`src/rtl/fadd_share_arbiter.sv`:
```
// fadd_share_arbiter: two requesters share one 3-cycle pipelined single
// precision adder. Round-robin grant, credit-based issue so the adder can never
// deliver a result without a free slot, and per-requester in-order result FIFOs.
// Also contains fadd_d, the shared adder (no reset, no stall, fixed latency).

module fadd_d (
   input  logic        clk,
   input  logic [31:0] x1,
   input  logic [31:0] x2,
   output logic [31:0] y,
   output logic        ovf
);

   logic [31:0] a_r, b_r;
   logic [31:0] y_c, y2, y3;
   logic        ovf_c, ovf2, ovf3;

   logic        sa, sb, sl, ss;
   logic [7:0]  ea, eb, el, es, d;
   logic [22:0] fa, fb;
   logic [23:0] ml, ms;
   logic [4:0]  dc, lead;
   logic [54:0] bsh;
   logic [27:0] al, bs, sum;
   logic [26:0] norm;
   logic [9:0]  exp_n, exp_r;
   logic [24:0] mant;
   logic [22:0] frac;
   logic        nan_a, nan_b, inf_a, inf_b;

   // operand capture, result alignment: three register stages in total
   always_ff @(posedge clk) begin
      a_r  <= x1;
      b_r  <= x2;
      y2   <= y_c;
      ovf2 <= ovf_c;
      y3   <= y2;
      ovf3 <= ovf2;
   end

   // IEEE add with round-to-nearest-even; denormal inputs and results flush to zero
   always_comb begin
      y_c   = '0;
      ovf_c = 1'b0;
      sa = a_r[31]; ea = a_r[30:23]; fa = a_r[22:0];
      sb = b_r[31]; eb = b_r[30:23]; fb = b_r[22:0];
      nan_a = (ea == 8'hFF) && (fa != 0);
      nan_b = (eb == 8'hFF) && (fb != 0);
      inf_a = (ea == 8'hFF) && (fa == 0);
      inf_b = (eb == 8'hFF) && (fb == 0);
      if ({ea, fa} >= {eb, fb}) begin
         sl = sa; el = ea; ml = (ea == 0) ? 24'd0 : {1'b1, fa};
         ss = sb; es = eb; ms = (eb == 0) ? 24'd0 : {1'b1, fb};
      end else begin
         sl = sb; el = eb; ml = (eb == 0) ? 24'd0 : {1'b1, fb};
         ss = sa; es = ea; ms = (ea == 0) ? 24'd0 : {1'b1, fa};
      end
      d    = el - es;
      dc   = (d > 8'd27) ? 5'd27 : d[4:0];
      bsh  = {1'b0, ms, 3'b000, 27'd0} >> dc;
      al   = {1'b0, ml, 3'b000};
      bs   = bsh[54:27] | {27'd0, |bsh[26:0]};
      sum  = (sl ^ ss) ? (al - bs) : (al + bs);
      lead = 5'd0;
      for (int k = 0; k < 28; k++) begin
         if (sum[k]) lead = 5'(k);
      end
      exp_n = {2'b00, el} + {5'd0, lead} - 10'd26;
      if (lead == 5'd27) norm = {sum[27:2], sum[1] | sum[0]};
      else               norm = sum[26:0] << (5'd26 - lead);
      mant  = {1'b0, norm[26:3]} + {24'd0, norm[2] & (norm[1] | norm[0] | norm[3])};
      exp_r = mant[24] ? exp_n + 10'd1 : exp_n;
      frac  = mant[24] ? mant[23:1] : mant[22:0];
      if (nan_a || nan_b || (inf_a && inf_b && (sa != sb))) begin
         y_c = 32'h7FC00000;
      end else if (inf_a) begin
         y_c = a_r;
      end else if (inf_b) begin
         y_c = b_r;
      end else if (sum == 0) begin
         y_c = {sl & ss, 31'd0};
      end else if (exp_n[9] || (exp_n == 0)) begin
         y_c = {sl, 31'd0};
      end else if (exp_r >= 10'd255) begin
         y_c   = {sl, 8'hFF, 23'd0};
         ovf_c = 1'b1;
      end else begin
         y_c = {sl, exp_r[7:0], frac};
      end
   end

   assign y   = y3;
   assign ovf = ovf3;

endmodule

module fadd_share_arbiter #(
   parameter int TAG_W      = 4,
   parameter int FIFO_DEPTH = 4
) (
   input  logic                 clk,
   input  logic                 rst,
   input  logic [1:0]           req_valid,
   output logic [1:0]           req_ready,
   input  logic [63:0]          req_x1,
   input  logic [63:0]          req_x2,
   input  logic [1:0]           req_sub,
   input  logic [2*TAG_W-1:0]   req_tag,
   output logic [1:0]           resp_valid,
   input  logic [1:0]           resp_ready,
   output logic [63:0]          resp_y,
   output logic [1:0]           resp_ovf,
   output logic [2*TAG_W-1:0]   resp_tag,
   output logic                 busy
);

   localparam int PW = $clog2(FIFO_DEPTH);
   localparam int CW = PW + 1;
   localparam logic [CW:0] DEPTH_L = (CW+1)'(FIFO_DEPTH);

   typedef enum logic {PRIO_R0 = 1'b0, PRIO_R1 = 1'b1} prio_t;

   prio_t             prio, prio_nxt;
   logic [1:0]        eligible, grant;
   logic              grant_any, winner;
   logic [1:0]        inflight [2];
   logic [CW:0]       used [2];
   logic [CW-1:0]     count [2];
   logic [PW-1:0]     wptr [2];
   logic [PW-1:0]     rptr [2];
   logic [2:0]        sh_v, sh_owner;
   logic [TAG_W-1:0]  sh_tag [3];
   logic [31:0]       mem_y   [2][FIFO_DEPTH];
   logic              mem_ovf [2][FIFO_DEPTH];
   logic [TAG_W-1:0]  mem_tag [2][FIFO_DEPTH];
   logic [31:0]       add_x1, add_x2, add_y;
   logic              add_ovf;
   logic [1:0]        push, pop;

   fadd_d u_fadd (
      .clk (clk),
      .x1  (add_x1),
      .x2  (add_x2),
      .y   (add_y),
      .ovf (add_ovf)
   );

   // credits come from registered occupancy only, so a same-cycle pop never helps
   always_comb begin
      for (int i = 0; i < 2; i++) begin
         inflight[i] = 2'd0;
         for (int s = 0; s < 3; s++) begin
            if (sh_v[s] && (sh_owner[s] == 1'(i))) inflight[i] = inflight[i] + 2'd1;
         end
         used[i]     = {1'b0, count[i]} + {{(CW-1){1'b0}}, inflight[i]};
         eligible[i] = req_valid[i] && (used[i] < DEPTH_L);
      end
   end

   // round-robin pick; priority moves to the loser after every grant
   always_comb begin
      grant     = 2'b00;
      grant_any = 1'b0;
      winner    = 1'b0;
      prio_nxt  = prio;
      if (!rst) begin
         if (eligible == 2'b11) winner = (prio == PRIO_R1);
         else                   winner = eligible[1];
         grant_any = |eligible;
         if (grant_any) begin
            grant[winner] = 1'b1;
            prio_nxt      = winner ? PRIO_R0 : PRIO_R1;
         end
      end
   end

   // priority pointer register
   always_ff @(posedge clk or posedge rst) begin
      if (rst) prio <= PRIO_R0;
      else     prio <= prio_nxt;
   end

   assign req_ready = grant;
   assign add_x1    = winner ? req_x1[63:32] : req_x1[31:0];
   assign add_x2    = (winner ? req_x2[63:32] : req_x2[31:0]) ^ {req_sub[winner], 31'd0};

   // shadow pipeline tracks which adder slots hold real work and for whom
   always_ff @(posedge clk or posedge rst) begin
      if (rst) begin
         sh_v     <= 3'b000;
         sh_owner <= 3'b000;
         for (int s = 0; s < 3; s++) sh_tag[s] <= '0;
      end else begin
         sh_v      <= {sh_v[1:0], grant_any};
         sh_owner  <= {sh_owner[1:0], winner};
         sh_tag[0] <= winner ? req_tag[2*TAG_W-1:TAG_W] : req_tag[TAG_W-1:0];
         sh_tag[1] <= sh_tag[0];
         sh_tag[2] <= sh_tag[1];
      end
   end

   always_comb begin
      for (int i = 0; i < 2; i++) begin
         push[i] = sh_v[2] && (sh_owner[2] == 1'(i));
         pop[i]  = resp_ready[i] && (count[i] != 0);
      end
   end

   // per-requester circular result buffers; storage is cleared so heads read 0 after reset
   always_ff @(posedge clk or posedge rst) begin
      if (rst) begin
         for (int i = 0; i < 2; i++) begin
            count[i] <= '0;
            wptr[i]  <= '0;
            rptr[i]  <= '0;
            for (int j = 0; j < FIFO_DEPTH; j++) begin
               mem_y[i][j]   <= '0;
               mem_ovf[i][j] <= 1'b0;
               mem_tag[i][j] <= '0;
            end
         end
      end else begin
         for (int i = 0; i < 2; i++) begin
            if (push[i]) begin
               mem_y[i][wptr[i]]   <= add_y;
               mem_ovf[i][wptr[i]] <= add_ovf;
               mem_tag[i][wptr[i]] <= sh_tag[2];
               wptr[i]             <= wptr[i] + PW'(1);
            end
            if (pop[i]) rptr[i] <= rptr[i] + PW'(1);
            if (push[i] && !pop[i])      count[i] <= count[i] + CW'(1);
            else if (!push[i] && pop[i]) count[i] <= count[i] - CW'(1);
         end
      end
   end

   assign resp_valid = {count[1] != 0, count[0] != 0};
   assign resp_y     = {mem_y[1][rptr[1]], mem_y[0][rptr[0]]};
   assign resp_ovf   = {mem_ovf[1][rptr[1]], mem_ovf[0][rptr[0]]};
   assign resp_tag   = {mem_tag[1][rptr[1]], mem_tag[0][rptr[0]]};
   assign busy       = (|sh_v) || (count[0] != 0) || (count[1] != 0);

endmodule

```
`config.mk`:
```
export PLATFORM = sky130hd
export DESIGN_NAME = fadd_share_arbiter
export DESIGN_NICKNAME = d
export VERILOG_FILES = /design/src/rtl/fadd_share_arbiter.sv
export SDC_FILE = /design/constraint.sdc
export NUM_CORES = 1
export LEC_CHECK = 0
export CORE_UTILIZATION = 60
export DETAILED_ROUTE_END_ITERATION = 6
export PLACE_DENSITY = 0.81
export SYNTH_ARGS = -nofsm -noshare
export SYNTH_HDL_FRONTEND = slang
export SYNTH_SLANG_ARGS = --single-unit
```
`constraint.sdc`:
```
create_clock -name clk -period 19.3 [get_ports clk]
set_input_delay 3.86 -clock clk [delete_from_list [all_inputs] [get_ports clk]]
set_output_delay 3.86 -clock clk [all_outputs]
set_load 0.1 [all_outputs]
```
==> flow_metrics.tcl, run 1 <==
set metrics [dict create \
    ys_seq_area_share_pct 35.88 \
    die_w_um 226.3 \
    grt_antenna_before_repair 1 \
    post_cts_resized 0 \
    hp-class "flop to flop" \
    tns_ns 0 \
    drv_slew 0 \
    final.min_clock_period_ns 17.17 \
    netlist_instances 3056 \
    grt_usage_pct 39.55 \
    drive_gt1_share_pct 19.51 \
    wl_per_cell_um 25.90 \
    finalHoldViolations 0 \
    vias 26370 \
    num_antenna_cells 0 \
    synth_edf_count 0 \
    grt_pass1_wl_um 155600 \
    synthDistinctLibCells 124 \
    fin_crit_sh_pct 88.96 \
    route.detailed.drc 0 \
    syn-cell-area_mm2 0.03020 \
    drt_iter0_drc 2874 \
    ctsHoldBuffers 0 \
    synth_nets 3314 \
    num_io_pins 223 \
    row_count 81 \
    setup_viol 0 \
    synth-seq-cells 459 \
    grt-ovfl-total 0 \
    antenna_left 0 \
    htreeDepth 2 \
    nFillCells 3505 \
    cts_setup_buffers 0 \
    slowest_stage "o211ai_2" \
    die_h_um 226.3 \
    timing.fmax_mhz 58.25 \
    start_util_pct 61.31 \
    drt_wl_total_um 101000 \
    worstSetupStartpointType "flop" \
    drt_first_pass_iters 6 \
    fin_skew_ns 0.03073 \
    worst_pin_slew_ns 1.184 \
    cp.arrival_ns 17.55 \
    synth_ff_type "dfrtp_1" \
    cts_root_buf "clkbuf_16" \
    numClockSinks 459 \
    cp-end-kind "flop" \
    maxCapViolCount 0 \
    core_area_mm2 0.04925 \
    grt_pass1_vias 26580 \
    port_buffers 222 \
    numCtsBuffers 45 \
    cp.required_ns 19.68 \
    rsz0062_at_grt "no" \
    synth_warnings 0 \
    dieArea_mm2 0.05123 \
    place.gp.congestion 0.9599 \
    clk_pin_slew_ns 0.07 \
    slew_headroom_pct 20.85 \
    slowest_delay_ns 0.95 \
    path_class "flop to flop" \
    status "complete, no violations" \
    area_growth_pct 13.67 \
    grt_max_degree 197 \
    async_reset_ff_share_pct 71.68 \
    cts_tree "built" \
    cp_max_fo 59 \
    avgViaCountPerCell 6.764 \
    syn_avg_cell_area_um2 9.882 \
    nets 3455 \
    cts_buffer_depth 3 \
    clkLatencyLatePin_ns 0.58 \
    dp_hpwl_um 70360 \
]
## worst max-delay path, delay by kind of cell (launching register included)
| family | cells | cell delay (ns) |
|---|---|---|
| simple gates | 16 | 4.84 |
| buf+inv | 6 | 1.94 |
| fa+ha+maj | 6 | 1.63 |
| flops | 1 | 0.41 |
| compound gates | 27 | 7.55 |
| mux | 3 | 0.52 |
## cell usage after synthesis, drive strengths merged (76+ instances only)
master | n | area share [%]
mux4 | 104 | 7.8
clkbuf | 104 | 1.3
ha | 110 | 4.6
a21oi | 143 | 2.5
nand2 | 391 | 4.9
inv | 118 | 1.5
nor2 | 181 | 2.3
mux2 | 312 | 12
o21ai | 129 | 2.1
nor3 | 76 | 1.4
mux2i | 76 | 2.5
dfxtp | 130 | 8.6
dfrtp | 329 | 27
## cell usage in the layout, fill, tap and decap left out, types with 18 or more instances in the layout
cell / count
dfxtp_1: 130
a21o_1: 32
nor4_1: 37
xor2_1: 23
nand2b_1: 18
buf_4: 43
nor3_1: 66
and2_1: 27
nor2_1: 179
ha_1: 110
a211oi_1: 28
a21oi_1: 139
clkdlybuf4s50_1: 222
o21ai_0: 112
a31oi_1: 35
clkbuf_16: 49
nand3_1: 73
or3_1: 26
mux2_2: 309
and3_1: 24
mux2i_1: 74
o22ai_1: 21
inv_1: 112
nand2_1: 388
a22o_1: 33
nand4_1: 26
dfrtp_1: 326
mux4_2: 102
o211ai_1: 31
xnor2_1: 53
o21a_1: 21
## metrics by stage
step                      setup slack (ns)  cell area [µm²]  utilization [%]  hold WS [ns]  std cells
after floorplan                      2.418            30200                -        0.3096       3056
after global placement               3.077            32790            66.57        0.3136       3814
after detailed placement             2.572            32790            66.57        0.3132       3814
after CTS                            2.449            34330            69.69        0.3049       3898
after global routing                0.7369            34330            69.69        0.3082       3898
final                                2.132            34330            69.69        0.3004       3898
## logic make-up after synthesis
group	share of synthesized area (%)
xor gates and xnor gates	2.204
adders and majority gates	4.823
muxes	21.96
AOI/OAI and AO/OA	14.92
DFF	35.88
and+or+nand+nor	15.85
buffers and inverters	4.359
## final timing paths
kind	depth (start not counted)	slack, ns	to	startpoint
hold reg to reg	0	0.30	u_fadd.y[25]	u_fadd.y2[25]
hold / removal	0	0.30	u_fadd.y[25]	u_fadd.y2[25]
max in group asynchronous	3	13.72	mem_y[141]	rst
setup / recovery	58	2.13	u_fadd.y2[22]	u_fadd.b_r[23]
setup reg to reg	58	2.13	u_fadd.y2[22]	u_fadd.b_r[23]
min in group asynchronous	2	3.97	sh_tag[7]	rst
## routing by layer
layer  vias up  wire (µm)  track usage, %
li1      11580          -               -
met1     12940      37520           47.70
met2      1473      48830           66.23
met3       372       8010           6.544
met4         2       6597           24.30
met5         -         13               0
## final cells by class
cell class | count | area (µm²) | share of cell area, %
Clock buffer | 64 | 1343 | 3.911
Clock inverter | 20 | 196.4 | 0.5722
Inverter | 121 | 464.2 | 1.352
Multi-Input combinational cell | 2304 | 18090 | 52.70
Sequential cell | 459 | 10840 | 31.58
Tap cell | 664 | 830.8 | 2.420
Timing Repair Buffer | 266 | 2565 | 7.472
## registers in the layout, indices dropped and copies added, names as in the netlist
register and flops:
mem_tag 32, mem_y 256, u_fadd.b_r 32, u_fadd.ovf 1
prio 1, sh_owner 3, sh_tag 12, u_fadd.a_r 32
u_fadd.ovf2 1, mem_ovf 8, u_fadd.y 32, count 6
rptr 4, sh_v 3, wptr 4, u_fadd.y2 32
Power of run 1 is not shown: default switching activity piles up to over one toggle a cycle in this logic, so the estimate is an artifact.
==> run 2, diff against run 1 <==
Settings changed: CAP_MARGIN from default to 20, SLEW_MARGIN from default to 20.
==> flow_metrics.tcl, run 2 (synthesis results as in run 1) <==
set metrics [dict create \
    antenna_left 0 \
    grt-ovfl-total 0 \
    numCtsBuffers 45 \
    cpMostUsedCell "ha_1" \
    worst_pin_slew_ns 1.152 \
    port_buffers 222 \
    cts_buffer_depth 3 \
    area_growth_pct 13.91 \
    final.min_clock_period_ns 17.12 \
    fin_skew_ns 0.02976 \
    hp-start "u_fadd.y2[25]" \
    slew_headroom_pct 22.95 \
    post_cts_resized 0 \
    row_count 81 \
    dp_hpwl_um 70360 \
    rr_startpoint "u_fadd.b_r[23]" \
    worstSetupStartpointType "flop" \
    cp.required_ns 19.72 \
    drt_wl_total_um 104100 \
    core_area_mm2 0.04925 \
    final_common_cell "nand2_1" \
    drive_gt1_share_pct 19.59 \
    numClockSinks 459 \
    cts_setup_buffers 0 \
    most-common-layout-cells "388 x nand2_1, 326 x dfrtp_1, 309 x mux2_2, 222 x clkdlybuf4s50_1, 179 x nor2_1" \
    cp.arrival_ns 17.54 \
    worstHoldEndpoint "u_fadd.y[25]" \
    nets 3458 \
    finalNonFillerCells 3901 \
    clkLatencyLatePin_ns 0.58 \
    wl_per_cell_um 26.68 \
    rr_worst_depth 56 \
    largest_reg_flops 256 \
    regMostFlops "mem_y" \
    drt_iter0_drc 2949 \
    finalHoldViolations 0 \
    maxCapViolCount 0 \
    path_class "flop to flop" \
    cp_max_fo 59 \
    clk_pin_slew_ns 0.07 \
    dieArea_mm2 0.05123 \
    setup_viol 0 \
    die_w_um 226.3 \
    cp-end-kind "flop" \
    num_io_pins 223 \
    grt_max_degree 197 \
    hp-class "flop to flop" \
    worstHoldPathCells 0 \
    grt_pass1_wl_um 155600 \
    slowest_stage "a2111oi_0" \
    ctsHoldBuffers 0 \
    vias 26660 \
    rsz0062_at_grt "no" \
    avgViaCountPerCell 6.834 \
    num_antenna_cells 0 \
    grt_usage_pct 39.55 \
    die_h_um 226.3 \
    drv_slew 0 \
    dp_cells 3814 \
    place.gp.congestion 0.9599 \
    slowest_delay_ns 0.93 \
    fin_crit_sh_pct 88.73 \
    cts_root_buf "clkbuf_16" \
    cts_tree "built" \
    tns_ns 0 \
    drt_first_pass_iters 6 \
    htreeDepth 2 \
    start_util_pct 61.31 \
    grt_antenna_before_repair 1 \
    grt_pass1_vias 26580 \
    timing.fmax_mhz 58.40 \
    timing.rr.end "u_fadd.y2[14]" \
    status "complete, no violations" \
    route.detailed.drc 0 \
    r2r_slack_ns 2.18 \
]
## run 2: worst max-delay path by stage
stage	cells after the start	from	endpoint	slack [ns]
after global routing	57	u_fadd.b_r[23]	u_fadd.y2[14]	1.03
after detailed placement	56	u_fadd.b_r[23]	u_fadd.y2[0]	2.57
after CTS	56	u_fadd.b_r[23]	u_fadd.y2[22]	2.45
after global placement	56	u_fadd.b_r[23]	u_fadd.y2[0]	3.08
final	56	u_fadd.b_r[23]	u_fadd.y2[14]	2.18
after floorplan	3	rst	req_ready[0]	2.42
## run 2: final cells by class
type / count / area (µm²)
inverter: 121 / 464.2
sequential: 459 / 10840
multi-input combinational: 2304 / 18100
fill: 3489 / 14860
clock buffer: 64 / 1343
tap: 664 / 830.8
clock inverter: 20 / 196.4
timing repair buffer: 269 / 2628
## run 2: per-stage QoR
step           hold slack [ns]  utilization (%)  cell area (µm²)  setup slack [ns]
6_report                0.2987            69.84            34400             2.176
5_1_grt                 0.3084            69.84            34400             1.027
4_1_cts                 0.3049            69.69            34330             2.449
3_5_place_dp            0.3132            66.57            32790             2.572
3_3_place_gp            0.3136            66.57            32790             3.077
2_1_floorplan           0.3096                -            30200             2.418
## run 2: worst max-delay path: cells and delay by family, from the launching register on
family	cells	cell delay, ns
AOI/OAI and AO/OA	27	7.92
and+or+nand+nor	16	4.79
buffers and inverters	6	1.95
adders and majority gates	5	1.44
DFF	1	0.41
muxes	2	0.38
## run 2: routing by layer
layer	wire [µm]	vias to the layer above	GRT usage, %
met2	49790	1595	66.23
met4	7425	2	24.30
met5	12	-	0
met3	8582	435	6.544
met1	38250	13040	47.70
li1	-	11590	-
Power of run 2 is left out for the same reason.
